### config.mk
export PLATFORM = sky130hd
export DESIGN_NAME = image_stream_processor_flat
export DESIGN_NICKNAME = d
export VERILOG_FILES = /design/src/rtl/image_stream_processor_if.sv /design/src/rtl/image_stream_processor.sv /design/src/flat_wrapper.sv
export SDC_FILE = /design/constraint.sdc
export NUM_CORES = 1
export LEC_CHECK = 0
export CORE_MARGIN = 1
export CORE_UTILIZATION = 55
export CTS_CLUSTER_DIAMETER = 30
export DETAILED_ROUTE_END_ITERATION = 10
export GPL_TIMING_DRIVEN = 0
export PLACE_DENSITY = 0.79
export SETUP_SLACK_MARGIN = 0.05
export SYNTH_ARGS = -nofsm -noshare
export SYNTH_HDL_FRONTEND = slang
export SYNTH_SLANG_ARGS = --single-unit
### constraint.sdc
create_clock -name clk -period 11.1 [get_ports clk]
set_input_delay 2.22 -clock clk [delete_from_list [all_inputs] [get_ports clk]]
set_output_delay 2.22 -clock clk [all_outputs]
set_load 0.01 [all_outputs]
### src/rtl/image_stream_processor_if.sv
// Read and write memory buses of image_stream_processor.
// master = processor side, slave = frame/result RAM side.
interface image_stream_processor_if #(
  parameter int WidthAddressSize  = 6,
  parameter int HeightAddressSize = 6,
  parameter int Resolution        = 8,
  parameter int Channels          = 3
);
  localparam int P = Resolution * Channels;

  logic [HeightAddressSize-1:0] readLine;
  logic [WidthAddressSize-1:0]  readColumn;
  logic [P-1:0]                 pixelA;
  logic [P-1:0]                 pixelB;
  logic [P-1:0]                 outPixel;
  logic [HeightAddressSize-1:0] writeLine;
  logic [WidthAddressSize-1:0]  writeColumn;
  logic                         writePixel;

  modport master (
    output readLine,
    output readColumn,
    input  pixelA,
    input  pixelB,
    output outPixel,
    output writeLine,
    output writeColumn,
    output writePixel
  );

  modport slave (
    input  readLine,
    input  readColumn,
    output pixelA,
    output pixelB,
    input  outPixel,
    input  writeLine,
    input  writeColumn,
    input  writePixel
  );
endinterface

### src/rtl/image_stream_processor.sv
// Raster-scan two-source pixel processor with mirror/translate addressing.
// Define IMAGE_STREAM_SATURATE_EN to clamp add/subtract instead of wrapping.
module image_stream_processor #(
  parameter int WidthAddressSize  = 6,
  parameter int HeightAddressSize = 6,
  parameter int Resolution        = 8,
  parameter int Channels          = 3
) (
  input  logic                         clk,
  input  logic                         rst,
  input  logic                         ce,
  input  logic                         start,
  input  logic                         invertX,
  input  logic                         invertY,
  input  logic [WidthAddressSize-1:0]  translateX,
  input  logic [HeightAddressSize-1:0] translateY,
  input  logic [2:0]                   opcode,
  input  logic [Resolution-1:0]        alpha,
  image_stream_processor_if.master     bus,
  output logic                         busy,
  output logic                         done
);
  localparam int P  = Resolution * Channels;
  localparam int CW = WidthAddressSize + HeightAddressSize;
  localparam int MW = 2 * Resolution + 1;

  typedef enum logic [1:0] {Idle, Scan, Drain} state_t;

  state_t state, stateNext;
  logic [CW-1:0] scanIdx;
  logic [HeightAddressSize-1:0] line, line1, wLineQ;
  logic [WidthAddressSize-1:0] col, col1, wColQ;
  logic drainCnt, lastPix, doneQ, doneNext;
  logic valid1, writeQ;

  logic [2:0] opQ;
  logic [Resolution-1:0] alphaQ;
  logic invXQ, invYQ;
  logic [WidthAddressSize-1:0] txQ;
  logic [HeightAddressSize-1:0] tyQ;

  logic ceQ;
  logic [P-1:0] holdA, holdB, srcA, srcB;
  logic [P-1:0] result, outQ;

  assign line = scanIdx[CW-1:WidthAddressSize];
  assign col = scanIdx[WidthAddressSize-1:0];
  assign lastPix = (&line) && (&col);

  function automatic logic [Resolution-1:0] chanOp(
    input logic [2:0]            op,
    input logic [Resolution-1:0] a,
    input logic [Resolution-1:0] b,
    input logic [Resolution-1:0] al
  );
    logic [Resolution:0] sum, diff;
    logic [MW-1:0] mix;
    logic [Resolution-1:0] r;
    logic [Resolution-1:0] inv;
    sum = {1'b0, a} + {1'b0, b};
    diff = {1'b0, a} - {1'b0, b};
    inv = ~al;
    mix = MW'(a) * MW'(al) + MW'(b) * MW'(inv)
        + (MW'(1) << (Resolution - 1));
    r = '0;
    unique case (op)
      3'b000: r = a;
      3'b001: r = b;
`ifdef IMAGE_STREAM_SATURATE_EN
      3'b010: r = sum[Resolution] ? '1 : sum[Resolution-1:0];
      3'b011: r = diff[Resolution] ? '0 : diff[Resolution-1:0];
`else
      3'b010: r = Resolution'(sum);
      3'b011: r = Resolution'(diff);
`endif
      3'b100: r = diff[Resolution] ? (b - a) : (a - b);
      3'b101: r = (a > b) ? a : b;
      3'b110: r = (a < b) ? a : b;
      3'b111: r = Resolution'(mix >> Resolution);
      default: r = '0;
    endcase
    return r;
  endfunction

  always_comb begin
    stateNext = state;
    doneNext = 1'b0;
    unique case (state)
      Idle: if (start) stateNext = Scan;
      Scan: if (lastPix) stateNext = Drain;
      Drain: begin
        if (drainCnt) begin
          stateNext = Idle;
          doneNext = 1'b1;
        end
      end
      default: stateNext = Idle;
    endcase
  end

  always_ff @(posedge clk or posedge rst) begin
    if (rst) begin
      state <= Idle;
      scanIdx <= '0;
      drainCnt <= 1'b0;
      doneQ <= 1'b0;
    end else if (ce) begin
      state <= stateNext;
      doneQ <= doneNext;
      unique case (state)
        Idle: if (start) scanIdx <= '0;
        Scan: begin
          drainCnt <= 1'b0;
          if (!lastPix) scanIdx <= scanIdx + CW'(1);
        end
        Drain: drainCnt <= 1'b1;
        default: ;
      endcase
    end
  end

  always_ff @(posedge clk or posedge rst) begin
    if (rst) begin
      opQ <= '0;
      alphaQ <= '0;
      invXQ <= 1'b0;
      invYQ <= 1'b0;
      txQ <= '0;
      tyQ <= '0;
    end else if (ce && state == Idle && start) begin
      opQ <= opcode;
      alphaQ <= alpha;
      invXQ <= invertX;
      invYQ <= invertY;
      txQ <= translateX;
      tyQ <= translateY;
    end
  end

  // Mirror is a bitwise invert because the frame size is a power of two.
  assign bus.readColumn = (invXQ ? ~col : col) + txQ;
  assign bus.readLine = (invYQ ? ~line : line) + tyQ;

  // RAM keeps clocking during a stall, so keep the word fetched
  // for the stalled address until stage 2 consumes it.
  always_ff @(posedge clk or posedge rst) begin
    if (rst) begin
      ceQ <= 1'b0;
      holdA <= '0;
      holdB <= '0;
    end else begin
      ceQ <= ce;
      if (!ce && ceQ) begin
        holdA <= bus.pixelA;
        holdB <= bus.pixelB;
      end
    end
  end

  assign srcA = ceQ ? bus.pixelA : holdA;
  assign srcB = ceQ ? bus.pixelB : holdB;

  always_comb begin
    result = '0;
    for (int c = 0; c < Channels; c++) begin
      result[c*Resolution +: Resolution] = chanOp(
        opQ,
        srcA[c*Resolution +: Resolution],
        srcB[c*Resolution +: Resolution],
        alphaQ);
    end
  end

  always_ff @(posedge clk or posedge rst) begin
    if (rst) begin
      valid1 <= 1'b0;
      line1 <= '0;
      col1 <= '0;
      writeQ <= 1'b0;
      outQ <= '0;
      wLineQ <= '0;
      wColQ <= '0;
    end else if (ce) begin
      valid1 <= (state == Scan);
      line1 <= line;
      col1 <= col;
      writeQ <= valid1;
      if (valid1) begin
        outQ <= result;
        wLineQ <= line1;
        wColQ <= col1;
      end
    end
  end

  assign bus.outPixel = outQ;
  assign bus.writeLine = wLineQ;
  assign bus.writeColumn = wColQ;
  assign bus.writePixel = writeQ & ce;
  assign done = doneQ & ce;
  assign busy = (state != Idle);
endmodule

### src/flat_wrapper.sv
// flat-port wrapper written by rule: the top's interface ports become plain ports
module image_stream_processor_flat 
#(
  parameter int WidthAddressSize  = 6,
  parameter int HeightAddressSize = 6,
  parameter int Resolution        = 8,
  parameter int Channels          = 3
)
  (clk, rst, ce, start, invertX, invertY, translateX, translateY, opcode, alpha, busy, done, bus_readLine, bus_readColumn, bus_pixelA, bus_pixelB, bus_outPixel, bus_writeLine, bus_writeColumn, bus_writePixel);
  image_stream_processor_if #(.WidthAddressSize(WidthAddressSize), .HeightAddressSize(HeightAddressSize), .Resolution(Resolution), .Channels(Channels)) bus_i ();
  input  logic clk;
  input  logic rst;
  input  logic ce;
  input  logic start;
  input  logic invertX;
  input  logic invertY;
  input  logic [WidthAddressSize-1:0] translateX;
  input  logic [HeightAddressSize-1:0] translateY;
  input  logic [2:0] opcode;
  input  logic [Resolution-1:0] alpha;
  output logic busy;
  output logic done;
  output wire logic [$bits(bus_i.readLine)-1:0] bus_readLine;
  output wire logic [$bits(bus_i.readColumn)-1:0] bus_readColumn;
  input wire logic [$bits(bus_i.pixelA)-1:0] bus_pixelA;
  input wire logic [$bits(bus_i.pixelB)-1:0] bus_pixelB;
  output wire logic [$bits(bus_i.outPixel)-1:0] bus_outPixel;
  output wire logic [$bits(bus_i.writeLine)-1:0] bus_writeLine;
  output wire logic [$bits(bus_i.writeColumn)-1:0] bus_writeColumn;
  output wire logic [$bits(bus_i.writePixel)-1:0] bus_writePixel;
  assign bus_readLine = bus_i.readLine;
  assign bus_readColumn = bus_i.readColumn;
  assign bus_i.pixelA = bus_pixelA;
  assign bus_i.pixelB = bus_pixelB;
  assign bus_outPixel = bus_i.outPixel;
  assign bus_writeLine = bus_i.writeLine;
  assign bus_writeColumn = bus_i.writeColumn;
  assign bus_writePixel = bus_i.writePixel;
  image_stream_processor #(.WidthAddressSize(WidthAddressSize), .HeightAddressSize(HeightAddressSize), .Resolution(Resolution), .Channels(Channels)) u_core (.clk(clk), .rst(rst), .ce(ce), .start(start), .invertX(invertX), .invertY(invertY), .translateX(translateX), .translateY(translateY), .opcode(opcode), .alpha(alpha), .bus(bus_i), .busy(busy), .done(done));
endmodule
==> results.md, run 1 <==
- Result of the run: complete, but fails checks
- Failing checks: DRC
- Sequential area share after synthesis: 15.2%
- Critical-path top delay cell: sky130_fd_sc_hd__clkinv_1
- Number of iterations in the first detailed-routing pass: 9
- Power Dens Cells: 236 nW/µm²
- Global router's overall resource usage: 34.8%
- Total of max-cap violations: 0
- Number of clock buffers inserted by TritonCTS: 17
- Avg Inst Size Synth: between 8 and 9 µm²
- Clk pin slew, worst setup/hold paths: about 0.07 ns
- Required time reported for the critical path endpoint: 11.44 ns
- Dominant cell type by area after synthesis: sky130_fd_sc_hd__fa_1
- Top library cells by usage in the layout, fill and taps aside: sky130_fd_sc_hd__inv_1, sky130_fd_sc_hd__fa_1, sky130_fd_sc_hd__ha_1
- Worst r2r path cells: 25
- ANT nets after route: 0
- Total Power: 0.00602 W
- Global-route wire length before repair: 111000 µm
- Commonest non-fill, non-tap cell in the layout: sky130_fd_sc_hd__inv_1
- Hold WC Path Type: register to register
- Number of rows in the core area: 74
- Highest clock rate: roughly 0.11 GHz
- Cell mode on critical path: sky130_fd_sc_hd__fa_1
- Hold bufs inserted after CTS: 0
- Cell chosen for the clock root: sky130_fd_sc_hd__clkbuf_16
- Cell chain of the critical path: clkdlybuf4s50_1, mux2i_1, clkinv_1, and2_1, fa_1, inv_1, fa_1, fa_1, inv_1, fa_1, fa_1, inv_1, fa_1, inv_1, ha_1, nor3_1, o2111ai_1, a31oi_1, nor2b_1, o21ai_0, or3b_2, nand4b_1, nand3_1
- Sink count of the clock tree: 140
- Global route overflow: 0
- Number of enable-type register cells in the synthesized netlist: 0
- Die Area: 42600 µm²
- Mapped Area: around 23000 µm²
- Net count after synthesis: around 3.2k
- Worst Hold Path Cells: 2
- Average routed wire per standard cell: 21.8 µm
- Tightest slew margin relative to the limit: 3.56%
- TritonCTS clock tree: yes
- Y dimension of the die: 206 µm
- Top-Level Pins: 128
- Buffers on Ports: 127
- Portion of the clock cycle consumed by the worst path in the final layout: 83.9%
- Final setup viols: 0
- Half-perimeter wire length of the detailed placement result: 57600 µm
- Proportion of layout cells with a drive suffix above 1: 8.79%
- Final sum of negative setup slack: 0 ns
- Shortest period the worst path allows: 9.31 ns
- Number of antenna repair diodes: 0
- Leading cell types by total area after synthesis: sky130_fd_sc_hd__fa_1, sky130_fd_sc_hd__dfrtp_1, sky130_fd_sc_hd__ha_1, sky130_fd_sc_hd__inv_1, sky130_fd_sc_hd__mux2_2
- Sort of element at the start of the critical path: input port
- Yosys reg bits: 140
- Largest stage delay on the critical path: 0.70 ns
- Count of H-tree levels built during CTS: 4
- Layout area overhead: 11.1%
- Buffers and inverters on the worst path: 6
- Unrepaired setup endpoints after global routing: false
- Vias post-DR: approximately 19k
- Nets: ~3.4k
- Instance count of the mapped netlist: approximately 2.6k
- Maximum ir drop on the vdd rail: 0.285 mV
- Clock network latency to the later pin of the worst-skew pair: 0.45 ns
- # DRC: 1
- Pin count of the biggest net entering global routing: 101
- Initial antenna violation count: 2
- Initial cell density of the core: about 56%
- Largest delay share family, worst path: adder cells
- Routability Congestion: 0.963
- Routed via count divided by cell count: 5.85
- Post-CTS Setup Inserts: 0
- Number of global-route vias before repair: between 20k and 25k
- Final Slew Violations: 0
- Max Buffers Root-to-Sink: 2
- Width of the die: 206 µm
- Number of resized instances in the post-cts repair step: 0
- Clock tree skew after final layout: 0.0103 ns
- Area share of the leading cell type in the synthesized netlist: 25.8%
- Crit path max fanout: 13
- Count of unique library cells instantiated by Yosys: 76
- Worst slew pin tran: 1.41 ns
- Leakage: ~13 nW
- Final Hold Violating Endpoints: 0
- Prevailing post-synth register cell: sky130_fd_sc_hd__dfrtp_1
- Share of async-settable or async-resettable flops after synthesis: 100%
- Iter 0 DRT Violations: around 1.6k
- Endpoint arrival time on the critical path: 9.64 ns
- Critical path type: input port to register
- Routed Wire Length: between 70000 and 80000 µm
- Number of logic stages on the critical path including buffering: 23
- CP Capture Type: register
- Core footprint: 41000 µm²
- Count of synthesis-stage warnings from yosys: 0
[cell type report]
class	instances	area, µm²
clock inverter	13	143
tap	532	666
inverter	499	1880
buffer	125	519
multi-input combinational	1806	17100
clock buffer	19	433
fill	3496	15500
timing repair buffer	129	1310
sequential	140	3500
[routing by layer]
| layer | up-vias | GRT usage [%] | share of wire, % |
|---|---|---|---|
| met5 | - | 0 | 0.018 |
| met4 | 2 | 15.0 | 4.3 |
| met3 | 185 | 6.39 | 8.2 |
| met2 | 902 | 58.8 | 48 |
| met1 | 9564 | 43.4 | 39 |
| li1 | 8448 | - | - |
[stage by stage]
step	hold WS [ns]	worst slack (ns)	instances	instance area [µm²]	util, %
after floorplan	0.435	3.19	2570	23000	-
after CTS	0.467	1.96	3262	25500	62.3
final	0.473	1.79	3263	25600	62.3
after global placement	0.448	1.60	3229	24900	60.8
after detailed placement	0.458	1.48	3230	25000	60.9
after global routing	0.501	1.54	3263	25600	62.3
[cell usage after synthesis, types with 5 or more instances]
library cell and number:
sky130_fd_sc_hd__inv_1 486, sky130_fd_sc_hd__fa_1 296, sky130_fd_sc_hd__ha_1 272, sky130_fd_sc_hd__nor2_1 193
sky130_fd_sc_hd__nand2_1 192, sky130_fd_sc_hd__dfrtp_1 140, sky130_fd_sc_hd__and2_1 98, sky130_fd_sc_hd__mux2_2 98
sky130_fd_sc_hd__clkbuf_1 96, sky130_fd_sc_hd__a21oi_1 95, sky130_fd_sc_hd__or2_2 75, sky130_fd_sc_hd__o21ai_0 54
sky130_fd_sc_hd__mux2i_1 51, sky130_fd_sc_hd__xnor2_1 43, sky130_fd_sc_hd__xor2_1 40, sky130_fd_sc_hd__nand3_1 27
sky130_fd_sc_hd__nor3_1 27, sky130_fd_sc_hd__a21o_1 19, sky130_fd_sc_hd__a31oi_1 18, sky130_fd_sc_hd__nor2b_1 17
sky130_fd_sc_hd__buf_2 16, sky130_fd_sc_hd__o221ai_1 16, sky130_fd_sc_hd__clkinv_1 13, sky130_fd_sc_hd__a221oi_1 12
sky130_fd_sc_hd__o22ai_1 12, sky130_fd_sc_hd__nand4_1 11, sky130_fd_sc_hd__o21bai_1 11, sky130_fd_sc_hd__nand2b_1 10
sky130_fd_sc_hd__or3_1 10, sky130_fd_sc_hd__a211oi_1 9, sky130_fd_sc_hd__buf_1 9, sky130_fd_sc_hd__a221o_1 7
sky130_fd_sc_hd__and3_1 7, sky130_fd_sc_hd__o2111ai_1 6, sky130_fd_sc_hd__nand3b_1 5, sky130_fd_sc_hd__o21a_1 5
sky130_fd_sc_hd__o22a_1 5, sky130_fd_sc_hd__o41ai_1 5
[tightest hold or removal path: stages (launching register included)]
cell and delay, ns:
sky130_fd_sc_hd__dfrtp_1 0.35, sky130_fd_sc_hd__nand2_1 0.05, sky130_fd_sc_hd__nand2_1 0.05
[power breakdown]
group | total [W] | switching, W | internal [W] | leakage, nW
Combinational | 0.00481 | 0.00281 | 0.00200 | 10.8
Sequential | 0.000624 | 0.0000498 | 0.000574 | 1.75
Clock | 0.000583 | 0.000251 | 0.000332 | 0.278
Total | 0.00602 | 0.00311 | 0.00291 | 12.8
[flip-flops by register name, indices dropped and copies added, names as in the netlist, 2 cells and up]
name,flops
u_core.tyQ,6
u_core.bus.writeColumn,6
u_core.holdB,24
u_core.opQ,3
u_core.txQ,6
u_core.line1,6
u_core.bus.writeLine,6
u_core.col1,6
u_core.alphaQ,8
u_core.scanIdx,12
u_core.holdA,24
u_core.bus.outPixel,24
u_core.state,2
[logic make-up after synthesis]
logic type | synth area share, %
flops | 15.2
buf+inv | 10.4
fa+ha+maj | 40.6
compound gates | 9.31
xor+xnor | 3.16
simple gates | 14.3
mux | 7.02
[final timing paths]
path                                 start                 endpoint  slack [ns]
max                          bus_pixelA[1]   u_core.bus.outPixel[5]        1.79
min                        u_core.line1[5]  u_core.bus.writeLine[5]        0.47
min reg2reg                u_core.line1[5]  u_core.bus.writeLine[5]        0.47
max reg2reg                     u_core.ceQ   u_core.bus.outPixel[5]        3.07
min in group asynchronous              rst         u_core.holdB[20]        2.17
max in group asynchronous              rst   u_core.bus.outPixel[2]        8.04
Power figures use the tool's default switching activity.
==> run 2: changes to the inputs <==
PLACE_DENSITY = 0.82   (was 0.79)
clock period = 7.7 ns   (was 11.1 ns; I/O delays follow)
==> run 2 against run 1 <==
Net effect:
- sequential share of layout area decreased by 0.21 points
- clock power increased by 49%
- setup slack got worse by 1.5 ns
- the run still ends with DRC left
- die area unchanged
- design area increased by 1.6%
- non-clock buffer count increased by 2
- global-route usage increased by 0.29 points
- clock skew increased by 0.0018 ns
- power increased by 48%
- largest power group unchanged
- wire length decreased by 0.22%
- utilization increased by 0.97 points
- register-to-register slack got worse by 2.7 ns
==> results.md, run 2 (same netlist as run 1, synthesis figures left out) <==
- Crit. Startpoint: bus_pixelB[16] (was bus_pixelA[1])
- Pin count of the biggest net entering global routing: 75 (was 101)
- Clk pin slew, worst setup/hold paths: 0.06 ns (was 0.07 ns)
- Proportion of layout cells with a drive suffix above 1: 11.5% (was 8.79%)
- Largest stage delay on the critical path: 0.96 ns (was 0.70 ns)
- Sort of element at the start of the critical path: input port (unchanged)
- TritonCTS clock tree: yes (unchanged)
- Width of the die: 206 µm (unchanged)
- Hold bufs inserted after CTS: 0 (unchanged)
- Initial antenna violation count: 3 (was 2)
- Total Power: 0.00890 W (was 0.00602 W)
- Y dimension of the die: 206 µm (unchanged)
- Endpoint of the most critical register-to-register path: u_core.bus.outPixel[22] (was u_core.bus.outPixel[5])
- Total of max-cap violations: 0 (unchanged)
- Hold WC Path Type: register to register (unchanged)
- Iter 0 DRT Violations: 1596 (was 1606)
- Number of rows in the core area: 74 (unchanged)
- Routability Congestion: 0.970 (was 0.963)
- Routed via count divided by cell count: 5.84 (was 5.85)
- Post-route design area: 26000 µm² (was 25600 µm²)
- Average routed wire per standard cell: 21.8 µm (about the same)
- Result of the run: complete, but fails checks (unchanged)
- Core footprint: 41000 µm² (unchanged)
- Clock tree skew after final layout: 0.0122 ns (was 0.0103 ns)
- Cell mode on critical path: sky130_fd_sc_hd__fa_1 (unchanged)
- Half-perimeter wire length of the detailed placement result: 56600 µm (was 57600 µm)
- # DRC: 4 (was 1)
- Die Area: 42600 µm² (unchanged)
- Critical path type: input port to register (unchanged)
- Unrepaired setup endpoints after global routing: true (was false)
- Buffers and inverters on the worst path: 4 (was 6)
- Utilization of the core after routing: 63.3% (was 62.3%)
- Leakage: 12.9 nW (was 12.8 nW)
- Initial cell density of the core: 56.1% (unchanged)
- Crit path max fanout: 10 (was 13)
- Number of logic stages on the critical path including buffering: 21 (was 23)
- Cell chain of the critical path: clkdlybuf4s50_1, mux2i_1, or2_2, ha_1, fa_1, inv_1, fa_1, fa_1, fa_1, inv_1, fa_1, inv_1, ha_1, o21ai_0, nand2b_1, a31oi_2, o211ai_1, a21oi_1, xor2_1, nor2_1, o221a_2 (was clkdlybuf4s50_1, mux2i_1, clkinv_1, and2_1, fa_1, inv_1, fa_1, fa_1, inv_1, fa_1, fa_1, inv_1, fa_1, inv_1, ha_1, nor3_1, o2111ai_1, a31oi_1, nor2b_1, o21ai_0, or3b_2, nand4b_1, nand3_1)
- Max Buffers Root-to-Sink: 2 (unchanged)
- CP Capture Type: register (unchanged)
- Nets: 3365 (was 3363)
- Count of H-tree levels built during CTS: 4 (unchanged)
- Failing checks: DRC (unchanged)
- Portion of the clock cycle consumed by the worst path in the final layout: 96.8%
- Layout area overhead: 12.9% (was 11.1%)
- Final Hold Violating Endpoints: 0 (unchanged)
- Final sum of negative setup slack: 0 ns (unchanged)
- Commonest non-fill, non-tap cell in the layout: sky130_fd_sc_hd__inv_1 (unchanged)
- Critical-path top delay cell: sky130_fd_sc_hd__mux2i_1 (was sky130_fd_sc_hd__clkinv_1)
- Global route overflow: 0 (unchanged)
- Tightest slew margin relative to the limit: 15.6% (was 3.56%)
- Maximum ir drop on the vdd rail: 0.450 mV (was 0.285 mV)
- Post-placement cell count: 3230 (unchanged)
- Routed Wire Length: 71100 µm (was 71300 µm)
- Final cell count without fillers: 3263 (unchanged)
- Top library cells by usage in the layout, fill and taps aside: sky130_fd_sc_hd__inv_1, sky130_fd_sc_hd__fa_1, sky130_fd_sc_hd__ha_1 (unchanged)
- Worst slew pin tran: 1.23 ns (was 1.41 ns)
- Hold path startpoint: u_core.line1[1] (was u_core.line1[5])
- Vias post-DR: 19.1k (about the same)
- Number of clock buffers inserted by TritonCTS: 17 (unchanged)
- Endpoint arrival time on the critical path: 7.79 ns (was 9.64 ns)
- Power Dens Cells: 343 nW/µm² (was 236 nW/µm²)
- Setup crit end: u_core.bus.outPixel[22] (was u_core.bus.outPixel[5])
- Buffers on Ports: 127 (unchanged)
- Post-detailed-placement cell area: 25000 µm² (about the same)
- Reg2Reg Setup Slack: 0.39 ns (was 3.07 ns)
- Required time reported for the critical path endpoint: 8.04 ns (was 11.44 ns)
- Clock network latency to the later pin of the worst-skew pair: 0.46 ns (was 0.45 ns)
- Number of iterations in the first detailed-routing pass: 9 (unchanged)
- FF-to-FF Start: u_core.ceQ (unchanged)
- Global router's overall resource usage: 35.1% (was 34.8%)
- Cell chosen for the clock root: sky130_fd_sc_hd__clkbuf_16 (unchanged)
- Final Slew Violations: 0 (unchanged)
- Number of filler instances in the final layout: 3395 (was 3496)
- Global-route wire length before repair: 112000 µm (was 111000 µm)
- Top-Level Pins: 128 (unchanged)
- Number of global-route vias before repair: 20.4k (was 20.1k)
- ANT nets after route: 0 (unchanged)
- Shortest period the worst path allows: 7.45 ns
- Sink count of the clock tree: 140 (unchanged)
- Worst r2r path cells: 25 (unchanged)
- Number of antenna repair diodes: 0 (unchanged)
- Highest clock rate: 0.134 GHz
- Final setup viols: 0 (unchanged)
- Largest delay share family, worst path: adder cells (unchanged)
[run 2: changes by cell type in the layout (fill, tap and decap cells not counted), moves of 11 or more]
cell                       before  now
sky130_fd_sc_hd__buf_4          1   12
sky130_fd_sc_hd__clkbuf_1      98   74
sky130_fd_sc_hd__clkinv_1      13    0
sky130_fd_sc_hd__mux2i_1       49   24
sky130_fd_sc_hd__mux2i_2        2   16
sky130_fd_sc_hd__mux2i_4        0   11
[run 2: worst reg2reg max path, cell delays in order (launching register included)]
cell                       delay (ns)
sky130_fd_sc_hd__dfrtp_1         0.32
sky130_fd_sc_hd__clkbuf_1        0.24
sky130_fd_sc_hd__clkbuf_4        0.40
sky130_fd_sc_hd__buf_4           0.35
sky130_fd_sc_hd__mux2i_1         0.39
sky130_fd_sc_hd__buf_2           0.36
sky130_fd_sc_hd__nor2_1          0.11
sky130_fd_sc_hd__fa_1            0.54
sky130_fd_sc_hd__inv_1           0.07
sky130_fd_sc_hd__fa_1            0.55
sky130_fd_sc_hd__inv_1           0.06
sky130_fd_sc_hd__fa_1            0.49
sky130_fd_sc_hd__fa_1            0.45
sky130_fd_sc_hd__fa_1            0.50
sky130_fd_sc_hd__inv_1           0.05
sky130_fd_sc_hd__fa_1            0.48
sky130_fd_sc_hd__inv_1           0.05
sky130_fd_sc_hd__ha_1            0.28
sky130_fd_sc_hd__o21ai_0         0.16
sky130_fd_sc_hd__nand2b_1        0.12
sky130_fd_sc_hd__a31oi_2         0.33
sky130_fd_sc_hd__o211ai_1        0.22
sky130_fd_sc_hd__a21oi_1         0.23
sky130_fd_sc_hd__xor2_1          0.18
sky130_fd_sc_hd__nor2_1          0.06
sky130_fd_sc_hd__o221a_2         0.24
[run 2: worst min path at each step]
| stage | end | slack (ns) | cells after the start |
|---|---|---|---|
| 3_3_place_gp | u_core.bus.writeLine[5] | 0.45 | 2 |
| 3_5_place_dp | u_core.bus.writeColumn[2] | 0.46 | 2 |
| 4_1_cts | u_core.bus.writeLine[1] | 0.47 | 2 |
| 5_1_grt | u_core.bus.writeLine[1] | 0.50 | 2 |
| 2_1_floorplan | u_core.bus.writeColumn[0] | 0.43 | 2 |
| 6_report | u_core.bus.writeLine[1] | 0.47 | 2 |
[run 2: report_power, final]
part	total (W)	switching, W	internal [W]
registers	0.000908	0.0000797	0.000828
logic	0.00712	0.00414	0.00298
clock network	0.000869	0.000354	0.000515
[run 2: timing repair]
item	CTS	global route
buffers inserted	7	3
gates resized for setup	53	65
endpoints found under the setup margin	21	16
pin swaps	1	2
[run 2: layout make-up]
class	instances	area, µm²	area share (%)
plain buffers	118	537	2.07
clock buffers	20	447	1.72
clock inverters	10	143	0.549
inverters	499	1930	7.44
multi-input cells	1806	17400	66.9
flip-flops and latches	140	3500	13.5
well taps	532	666	2.56
repair buffers	138	1370	5.29
[run 2: metal layers]
layer  track usage (%)  vias up  wire length, µm
li1                  -     8471                -
met2              58.1      866            33800
met1              43.3     9508            27400
met5                 0        -               23
met4              16.8        4             3560
met3              7.69      211             6340
[run 2: stage by stage]
step | worst slack (ns) | hold WS, ns
floorplan | 0.467 | 0.435
CTS | 0.0622 | 0.471
detailed placement | -1.19 | 0.455
finish | 0.248 | 0.468
global route | 0.0331 | 0.504
global placement | -1.08 | 0.446
